$ cat src/rtl/pattern_pkg.sv
`default_nettype none
// +----------------------------------------------------------------------------+
// | Package   : pattern_pkg                                                    |
// | Brief     : Shared constants, FSM state type and pattern-index helper for  |
// |             the HDMI test-pattern generators and their scheduler.          |
// | Revision  : 1.0 - initial release                                          |
// +----------------------------------------------------------------------------+
package pattern_pkg;

  // Upper bound on the number of selectable pattern streams.
  localparam int MAX_PATTERNS = 8;
  // Width of every pattern index; always wide enough for MAX_PATTERNS.
  localparam int SEL_W        = $clog2(MAX_PATTERNS);

  // Colour constants ({r,g,b}) shared by all pattern generators.
  localparam logic [23:0] COLOR_BLACK   = 24'h000000;
  localparam logic [23:0] COLOR_WHITE   = 24'hFFFFFF;
  localparam logic [23:0] COLOR_RED     = 24'hFF0000;
  localparam logic [23:0] COLOR_GREEN   = 24'h00FF00;
  localparam logic [23:0] COLOR_BLUE    = 24'h0000FF;
  localparam logic [23:0] COLOR_YELLOW  = 24'hFFFF00;
  localparam logic [23:0] COLOR_CYAN    = 24'h00FFFF;
  localparam logic [23:0] COLOR_MAGENTA = 24'hFF00FF;

  // Scheduler states: RUN = idle/auto counting, PENDING = one switch queued.
  typedef enum logic [0:0] {
    RUN     = 1'b0,
    PENDING = 1'b1
  } seq_state_e;

  // Next pattern index, wrapping from num-1 back to 0.
  function automatic logic [SEL_W-1:0] next_pattern(input logic [SEL_W-1:0] sel,
                                                    input int              num);
    if (int'(sel) >= num - 1) begin
      return '0;
    end
    return sel + SEL_W'(1);
  endfunction

endpackage
`default_nettype wire

$ cat src/rtl/pattern_seq_ctrl_if.sv
`default_nettype none
// +----------------------------------------------------------------------------+
// | Interface : pattern_seq_ctrl_if                                            |
// | Brief     : Video bundle between the pattern generators, the scheduler mux |
// |             and the encoder: per-pattern streams in, selected stream out.  |
// | Revision  : 1.0 - initial release                                          |
// +----------------------------------------------------------------------------+
interface pattern_seq_ctrl_if #(
  parameter int NUM_PATTERNS = 4
);

  // Parallel pattern streams, bit/slice i belongs to pattern i.
  logic [NUM_PATTERNS-1:0]    pat_hs;
  logic [NUM_PATTERNS-1:0]    pat_vs;
  logic [NUM_PATTERNS-1:0]    pat_de;
  logic [24*NUM_PATTERNS-1:0] pat_rgb;

  // Selected stream towards the encoder.
  logic       hs;
  logic       vs;
  logic       de;
  logic [7:0] rgb_r;
  logic [7:0] rgb_g;
  logic [7:0] rgb_b;

  // Pattern-generator / encoder side.
  modport master (
    output pat_hs, pat_vs, pat_de, pat_rgb,
    input  hs, vs, de, rgb_r, rgb_g, rgb_b
  );

  // Scheduler side.
  modport slave (
    input  pat_hs, pat_vs, pat_de, pat_rgb,
    output hs, vs, de, rgb_r, rgb_g, rgb_b
  );

endinterface
`default_nettype wire

$ cat src/rtl/key_debounce.sv
`default_nettype none
// +----------------------------------------------------------------------------+
// | Module    : key_debounce                                                   |
// | Brief     : Front-panel key conditioner: 2-FF synchroniser, stability      |
// |             counter, stable level and one-cycle press strobe (1->0).       |
// | Revision  : 1.0 - initial release                                          |
// +----------------------------------------------------------------------------+
module key_debounce #(
  parameter int DEBOUNCE_CYCLES = 1000000
) (
  input  logic clk,
  input  logic rst_n,
  input  logic key_n,
  output logic press
);

  localparam int              CNT_W    = $clog2(DEBOUNCE_CYCLES + 1);
  localparam logic [CNT_W-1:0] CNT_LAST = CNT_W'(DEBOUNCE_CYCLES - 1);

  logic             sync1_q;
  logic             sync2_q;
  logic [CNT_W-1:0] cnt_q;
  logic [CNT_W-1:0] cnt_d;
  logic             stable_q;
  logic             stable_d;
  logic             stable_prev_q;
  logic             press_q;
  logic             press_d;

  // Bring the asynchronous key level into the clk domain; idle level is released (1).
  always_ff @(posedge clk or negedge rst_n) begin
    if (!rst_n) begin
      sync1_q <= 1'b1;
      sync2_q <= 1'b1;
    end else begin
      sync1_q <= key_n;
      sync2_q <= sync1_q;
    end
  end

  // Accept a new level only after it has differed from the stable level for DEBOUNCE_CYCLES cycles.
  always_comb begin
    cnt_d    = cnt_q;
    stable_d = stable_q;
    if (sync2_q == stable_q) begin
      cnt_d = '0;
    end else if (cnt_q == CNT_LAST) begin
      stable_d = sync2_q;
      cnt_d    = '0;
    end else begin
      cnt_d = cnt_q + 1'b1;
    end
    // Strobe on the cycle after the stable level has fallen (press, not release).
    press_d = stable_prev_q & ~stable_q;
  end

  // Debouncer state and registered press strobe.
  always_ff @(posedge clk or negedge rst_n) begin
    if (!rst_n) begin
      cnt_q         <= '0;
      stable_q      <= 1'b1;
      stable_prev_q <= 1'b1;
      press_q       <= 1'b0;
    end else begin
      cnt_q         <= cnt_d;
      stable_q      <= stable_d;
      stable_prev_q <= stable_q;
      press_q       <= press_d;
    end
  end

  assign press = press_q;

endmodule
`default_nettype wire

$ cat src/rtl/pattern_seq_ctrl.sv
`default_nettype none
// +----------------------------------------------------------------------------+
// | Module    : pattern_seq_ctrl                                               |
// | Brief     : Frame-synchronous test-pattern scheduler. Selects one of       |
// |             NUM_PATTERNS streams; advances on a debounced key press or     |
// |             after FRAMES_PER_PATTERN frames, always at a frame boundary.   |
// | Revision  : 1.0 - initial release                                          |
// +----------------------------------------------------------------------------+
module pattern_seq_ctrl
  import pattern_pkg::*;
#(
  parameter int NUM_PATTERNS       = 4,
  parameter int DEBOUNCE_CYCLES    = 1000000,
  parameter int FRAMES_PER_PATTERN = 120
) (
  input  logic               clk,
  input  logic               rst_n,
  input  logic               key_n,
  input  logic               auto_en,
  input  logic               hold,
  input  logic               timing_vs,
  pattern_seq_ctrl_if.slave  vid,
  output logic [2:0]         pattern_sel,
  output logic               switch_pulse
);

  localparam int               FCNT_W    = $clog2(FRAMES_PER_PATTERN + 1);
  localparam logic [FCNT_W-1:0] FCNT_LAST = FCNT_W'(FRAMES_PER_PATTERN - 1);

  logic              press;
  logic              vs_d_q;
  logic              fe;
  logic              auto_tick;
  logic              advance;
  seq_state_e        state_q;
  seq_state_e        state_d;
  logic [FCNT_W-1:0] frame_cnt_q;
  logic [FCNT_W-1:0] frame_cnt_d;
  logic [SEL_W-1:0]  sel_q;
  logic [SEL_W-1:0]  sel_d;
  logic              pulse_q;
  logic              pulse_d;
  logic              hs_q;
  logic              hs_d;
  logic              vs_q;
  logic              vs_d;
  logic              de_q;
  logic              de_d;
  logic [23:0]       rgb_q;
  logic [23:0]       rgb_d;

  key_debounce #(
    .DEBOUNCE_CYCLES (DEBOUNCE_CYCLES)
  ) u_key_debounce (
    .clk   (clk),
    .rst_n (rst_n),
    .key_n (key_n),
    .press (press)
  );

  // Delay vsync by one cycle so its rising edge marks the frame boundary.
  always_ff @(posedge clk or negedge rst_n) begin
    if (!rst_n) begin
      vs_d_q <= 1'b0;
    end else begin
      vs_d_q <= timing_vs;
    end
  end

  assign fe        = timing_vs & ~vs_d_q;
  assign auto_tick = fe & auto_en & ~hold;

  // Switch scheduling: queue one key request, count frames in auto mode, advance only on fe.
  always_comb begin
    state_d     = state_q;
    frame_cnt_d = frame_cnt_q;
    advance     = 1'b0;
    case (state_q)
      RUN: begin
        if (press) begin
          state_d = PENDING;
        end
        if (auto_tick) begin
          if (frame_cnt_q == FCNT_LAST) begin
            advance     = 1'b1;
            frame_cnt_d = '0;
          end else begin
            frame_cnt_d = frame_cnt_q + 1'b1;
          end
        end
      end
      PENDING: begin
        // A simultaneous auto expiry is absorbed: this one advance serves both.
        if (fe && !hold) begin
          advance     = 1'b1;
          frame_cnt_d = '0;
          state_d     = RUN;
        end
      end
      default: begin
        state_d = RUN;
      end
    endcase
    sel_d   = advance ? next_pattern(sel_q, NUM_PATTERNS) : sel_q;
    pulse_d = advance;
  end

  // Select the stream addressed by the registered index (one cycle of mux latency).
  always_comb begin
    hs_d  = 1'b0;
    vs_d  = 1'b0;
    de_d  = 1'b0;
    rgb_d = '0;
    for (int i = 0; i < NUM_PATTERNS; i++) begin
      if (sel_q == SEL_W'(i)) begin
        hs_d  = vid.pat_hs[i];
        vs_d  = vid.pat_vs[i];
        de_d  = vid.pat_de[i];
        rgb_d = vid.pat_rgb[24*i +: 24];
      end
    end
  end

  // Scheduler state, index, strobe and registered video outputs.
  always_ff @(posedge clk or negedge rst_n) begin
    if (!rst_n) begin
      state_q     <= RUN;
      frame_cnt_q <= '0;
      sel_q       <= '0;
      pulse_q     <= 1'b0;
      hs_q        <= 1'b0;
      vs_q        <= 1'b0;
      de_q        <= 1'b0;
      rgb_q       <= '0;
    end else begin
      state_q     <= state_d;
      frame_cnt_q <= frame_cnt_d;
      sel_q       <= sel_d;
      pulse_q     <= pulse_d;
      hs_q        <= hs_d;
      vs_q        <= vs_d;
      de_q        <= de_d;
      rgb_q       <= rgb_d;
    end
  end

  assign pattern_sel  = sel_q;
  assign switch_pulse = pulse_q;
  assign vid.hs       = hs_q;
  assign vid.vs       = vs_q;
  assign vid.de       = de_q;
  assign vid.rgb_r    = rgb_q[23:16];
  assign vid.rgb_g    = rgb_q[15:8];
  assign vid.rgb_b    = rgb_q[7:0];

endmodule
`default_nettype wire

$ cat src/flat_wrapper.sv
// flat-port wrapper written by rule: the top's interface ports become plain ports
module pattern_seq_ctrl_flat import pattern_pkg::*;
#(
  parameter int NUM_PATTERNS       = 4,
  parameter int DEBOUNCE_CYCLES    = 1000000,
  parameter int FRAMES_PER_PATTERN = 120
)
  (clk, rst_n, key_n, auto_en, hold, timing_vs, pattern_sel, switch_pulse, vid_pat_hs, vid_pat_vs, vid_pat_de, vid_pat_rgb, vid_hs, vid_vs, vid_de, vid_rgb_r, vid_rgb_g, vid_rgb_b);
  pattern_seq_ctrl_if #(.NUM_PATTERNS(NUM_PATTERNS)) vid_i ();
  input  logic clk;
  input  logic rst_n;
  input  logic key_n;
  input  logic auto_en;
  input  logic hold;
  input  logic timing_vs;
  output logic [2:0] pattern_sel;
  output logic switch_pulse;
  input wire logic [$bits(vid_i.pat_hs)-1:0] vid_pat_hs;
  input wire logic [$bits(vid_i.pat_vs)-1:0] vid_pat_vs;
  input wire logic [$bits(vid_i.pat_de)-1:0] vid_pat_de;
  input wire logic [$bits(vid_i.pat_rgb)-1:0] vid_pat_rgb;
  output wire logic [$bits(vid_i.hs)-1:0] vid_hs;
  output wire logic [$bits(vid_i.vs)-1:0] vid_vs;
  output wire logic [$bits(vid_i.de)-1:0] vid_de;
  output wire logic [$bits(vid_i.rgb_r)-1:0] vid_rgb_r;
  output wire logic [$bits(vid_i.rgb_g)-1:0] vid_rgb_g;
  output wire logic [$bits(vid_i.rgb_b)-1:0] vid_rgb_b;
  assign vid_i.pat_hs = vid_pat_hs;
  assign vid_i.pat_vs = vid_pat_vs;
  assign vid_i.pat_de = vid_pat_de;
  assign vid_i.pat_rgb = vid_pat_rgb;
  assign vid_hs = vid_i.hs;
  assign vid_vs = vid_i.vs;
  assign vid_de = vid_i.de;
  assign vid_rgb_r = vid_i.rgb_r;
  assign vid_rgb_g = vid_i.rgb_g;
  assign vid_rgb_b = vid_i.rgb_b;
  pattern_seq_ctrl #(.NUM_PATTERNS(NUM_PATTERNS), .DEBOUNCE_CYCLES(DEBOUNCE_CYCLES), .FRAMES_PER_PATTERN(FRAMES_PER_PATTERN)) u_core (.clk(clk), .rst_n(rst_n), .key_n(key_n), .auto_en(auto_en), .hold(hold), .timing_vs(timing_vs), .vid(vid_i), .pattern_sel(pattern_sel), .switch_pulse(switch_pulse));
endmodule
$ cat config.mk
export PLATFORM = sky130hd
export DESIGN_NAME = pattern_seq_ctrl_flat
export DESIGN_NICKNAME = d
export VERILOG_FILES = /design/src/rtl/pattern_pkg.sv /design/src/rtl/pattern_seq_ctrl_if.sv /design/src/rtl/key_debounce.sv /design/src/rtl/pattern_seq_ctrl.sv /design/src/flat_wrapper.sv
export SDC_FILE = /design/constraint.sdc
export NUM_CORES = 1
export LEC_CHECK = 0
export BUFFER_PORTS_ARGS = -buffer_cell sky130_fd_sc_hd__buf_2
export CAP_MARGIN = 30
export CELL_PAD_IN_SITES_DETAIL_PLACEMENT = 1
export CELL_PAD_IN_SITES_GLOBAL_PLACEMENT = 1
export CORE_ASPECT_RATIO = 1.25
export CORE_MARGIN = 3
export CORE_UTILIZATION = 32
export DETAILED_ROUTE_END_ITERATION = 10
export HOLD_SLACK_MARGIN = 0.08
export PLACE_DENSITY = 0.73
export SLEW_MARGIN = 0
export SYNTH_ARGS = -nofsm -noshare
export SYNTH_HDL_FRONTEND = slang
export SYNTH_HIERARCHICAL = 1
export SYNTH_SLANG_ARGS = --single-unit
export TNS_END_PERCENT = 100
$ cat constraint.sdc
create_clock -name clk -period 1.7 [get_ports clk]
set_input_delay 0.17 -clock clk [delete_from_list [all_inputs] [get_ports clk]]
set_output_delay 0.17 -clock clk [all_outputs]
set_load 0.05 [all_outputs]
==> out/summary.txt <==
Status -> finished clean
Layout area overhead -> 53.3%
Clock latency of the later-clocked register in the worst-skew pair -> 330 ps
Final critical-path share of the clock period -> 0.994
Number of nets produced by synthesis -> 480
YS warnings -> 6
Top library cells by usage in the layout, fill and taps aside -> 144 x sky130_fd_sc_hd__buf_2, 66 x sky130_fd_sc_hd__nand2_1, 51 x sky130_fd_sc_hd__dfrtp_1
Register clock-pin slew on the reported worst setup and hold paths -> 60 ps
Worst path bufs/invs -> 0
Arrival time of the worst setup path -> 1950 ps
Starting density of the core -> 0.331
Maximum fanout encountered on the critical timing path -> 6
TritonCTS clock tree -> yes
Overall routing resource usage -> 0.202
Static Leakage -> 2.59 nW
Via-per-instance ratio -> 5.08
Residual overflow from global routing -> 0
H-tree level count -> 3
Crit-path max cell delay -> 540 ps
Synthesized area per cell -> 9.87 sq um
Die boundary height -> 124 um
Max Transition Viols Final -> 0
Category of cells accounting for the largest share of critical-path delay -> simple AND/OR/NAND/NOR gates
Placed wire-length estimate -> 8.98 mm
Post-route cell area -> 5430 sq um
Worst path required time -> 1960 ps
Routed via count -> 3,519
Average routed wire per standard cell -> 18.2 um
First DRT Iteration DRCs -> 92
Number of synthesized register bits -> 65
Worst IR Drop VDD -> 0.372 mV
Clock Root Buffer -> sky130_fd_sc_hd__clkbuf_16
Type of the worst setup path -> flip-flop to flip-flop
Horizontal extent of the die -> 100 um
Shortest period the worst path allows -> 1690 ps
Category of the worst setup path launch point -> flip-flop
Internal power -> 3.15 mW
Layout Nets -> 677
Number of clock sinks seen by CTS -> 65
Total of buffers placed on input and output ports -> 144
Pwr per Cell Area -> 771 nW/um^2
Number of instances in the synthesized netlist -> 359
Total cell area at the placement stage -> 4650 sq um
Path category of the worst min-delay check -> primary input to flip-flop
Part of the total power dissipated in the clock network -> 0.462
IO Pins -> 145
Maximum clock skew at final layout -> 7.53 ps
Measured slew at the worst slew-check pin -> 334 ps
Overall power of the completed layout -> 4.19 mW
Number of library cell types mapped by synthesis -> 52
Number of flops mapped to enable cells by yosys -> 0
Antenna violations before repair -> 0
Cell with the largest stage delay on the worst path -> sky130_fd_sc_hd__or4_1
ANT nets after route -> 0
Detailed-routing iteration count for the pre-antenna-repair pass -> 4
Comb pwr share -> 0.135
Share of synthesized area occupied by flip-flops and latches -> 0.460
Via count of the first global-routing pass -> 3,874
Leading cell type in the layout, fill and taps excluded -> sky130_fd_sc_hd__buf_2
Overall routed net length -> 12.6 mm
Synth async-reset ratio -> 1.00
Placement Rows -> 42
Post-synth top flop -> sky130_fd_sc_hd__dfrtp_1
Reported max-cap violation count -> 0
Top-area cell type share of the netlist area -> 0.431
Final-report setup violation count -> 0
Number of buffers inserted during clock tree synthesis -> 9
Synth top area cells -> sky130_fd_sc_hd__dfrtp_1 43%, sky130_fd_sc_hd__mux2_2 8.6%, sky130_fd_sc_hd__nand2_1 7.0%
Total Die Area -> 12,400 sq um
Wire length of the first global-routing pass -> 19.3 mm
Max Buffers Root-to-Sink -> 2
CP Capture Type -> flip-flop
Cell taking the most area after synthesis -> sky130_fd_sc_hd__dfrtp_1
Switching power -> 1.04 mW
Share of layout cells above drive strength 1 -> 0.471
Proportion of total power due to net switching -> 0.249
Cell-by-cell trace of the critical path -> nand4_1, or4_1, or3_1, a21oi_1
Worst slew margin relative to its limit -> 0.777
Total core area -> 10,700 sq um
Fillers -> 1,255
Antenna Cells -> 0
Maximum number of pins on one net before global-route repair -> 42
Post-route DRC -> 0
Netlist area before placement -> 3540 sq um
Final hold viol count -> 0
Sequential share of power -> 0.403
Fmax -> 592 MHz
Unrepaired setup endpoints after global routing -> true
Global placer's final weighted congestion -> 0.790
[Yosys cell counts, types with 2 or more instances]
cell,n
sky130_fd_sc_hd__nor3_1,7
sky130_fd_sc_hd__xnor2_1,11
sky130_fd_sc_hd__nor2_1,24
sky130_fd_sc_hd__mux2_2,27
sky130_fd_sc_hd__nand2b_1,2
sky130_fd_sc_hd__or2_2,2
sky130_fd_sc_hd__inv_1,8
sky130_fd_sc_hd__nand4_1,4
sky130_fd_sc_hd__nand3_1,8
sky130_fd_sc_hd__dfstp_2,4
sky130_fd_sc_hd__buf_1,3
sky130_fd_sc_hd__buf_2,3
sky130_fd_sc_hd__nand2_1,66
sky130_fd_sc_hd__o21ai_0,33
sky130_fd_sc_hd__ha_1,7
sky130_fd_sc_hd__nor4_1,5
sky130_fd_sc_hd__or3_1,2
sky130_fd_sc_hd__a22o_1,27
sky130_fd_sc_hd__clkbuf_1,12
sky130_fd_sc_hd__xor2_1,5
sky130_fd_sc_hd__nor4b_1,2
sky130_fd_sc_hd__a21oi_1,2
sky130_fd_sc_hd__and4_1,3
sky130_fd_sc_hd__dfrtp_1,61
sky130_fd_sc_hd__mux2_4,2
sky130_fd_sc_hd__mux2i_1,3
[power groups by stage]
stage                     logic, mW  registers (mW)  clock network [mW]
after global routing          0.613            1.70                2.05
after CTS                     0.562            1.69                1.98
after global placement        0.495            1.71                   0
after detailed placement      0.510            1.71                   0
after floorplan               0.143            1.81                   0
final                         0.566            1.69                1.93
[through the flow]
step	hold WS (ps)	setup slack, ps	TNS (ps)	std cells	util
after global routing	88.3	-44.3	-110	693	0.507
after floorplan	-126	-68.1	-1500	359	-
after detailed placement	18.2	-143	-809	640	0.434
after CTS	82.9	-9.45	-13.2	685	0.495
after global placement	17.1	2.25	0	640	0.434
final	96.2	11.0	0	693	0.507
[worst register-to-register path: cells and delay by family (launching register included)]
family / cells / cell delay (ps)
DFF: 1 / 420
AOI/OAI and AO/OA: 1 / 140
and+or+nand+nor: 3 / 1050
[path summary, 6_finish.rpt]
kind / end / slack (ps) / cells past startpoint / from
max in group asynchronous: u_core/pattern_sel[1] / 960 / 3 / rst_n
worst min-delay path: u_core/vid.hs / 100 / 2 / vid_pat_hs[3]
worst max register to register: u_core/u_key_debounce/cnt_q[17] / 10 / 4 / u_core/u_key_debounce/cnt_q[12]
worst min register to register: u_core/u_key_debounce/sync2_q / 360 / 0 / u_core/u_key_debounce/sync1_q
min in group asynchronous: u_core/frame_cnt_q[1] / 210 / 2 / rst_n
worst max-delay path: u_core/u_key_debounce/cnt_q[17] / 10 / 4 / u_core/u_key_debounce/cnt_q[12]
[metal layers]
metal / wire length (um) / vias up / GRT usage
met1: 5090 / 1715 / 0.232
li1: - / 1665 / -
met2: 6380 / 116 / 0.350
met4: 378 / 0 / 0.102
met5: 0 / - / 0
met3: 745 / 23 / 0.0476
[sequential cells by signal (all words and copies together), names as in the netlist]
register / count
u_core/frame_cnt_q: 7
u_core/vid.vs: 1
u_core/u_key_debounce/stable_q: 1
u_core/switch_pulse: 1
u_core/pattern_sel: 3
u_core/vid.hs: 1
u_core/u_key_debounce/stable_prev_q: 1
u_core/vid.de: 1
u_core/u_key_debounce/sync2_q: 1
u_core/vs_d_q: 1
u_core/state_q: 1
u_core/u_key_debounce/sync1_q: 1
u_core/rgb_q: 24
u_core/u_key_debounce/cnt_q: 20
u_core/u_key_debounce/press: 1
[final cells by class]
| class | count | area (sq um) | area share |
|---|---|---|---|
| well taps | 132 | 165 | 0.0304 |
| flip-flops and latches | 65 | 1640 | 0.303 |
| repair buffers | 205 | 1320 | 0.244 |
| multi-input cells | 267 | 1950 | 0.360 |
| clock buffers | 12 | 267 | 0.0491 |
| inverters | 8 | 30.0 | 0.00553 |
| clock inverters | 4 | 50.0 | 0.00921 |
[logic make-up (layout without fill, tap and decap cells)]
group,after synthesis,in the layout,synth area share
AND/OR/NAND/NOR,137,137,0.190
multiplexers,33,33,0.106
AO/OA/AOI/OAI,74,74,0.147
buffers and inverters,27,229,0.0318
XOR/XNOR,16,16,0.0395
adder cells (fa/ha/maj),7,7,0.0247
flip-flops,65,65,0.460
[repair_timing]
action	CTS	global route
pin swaps	2	2
cloned	0	0
endpoints found under the hold margin	87	0
gates resized for setup	6	17
hold buffers	27	0
endpoints found under the setup margin	27	35
setup buffers	2	8
Power figures use the tool's default switching activity.
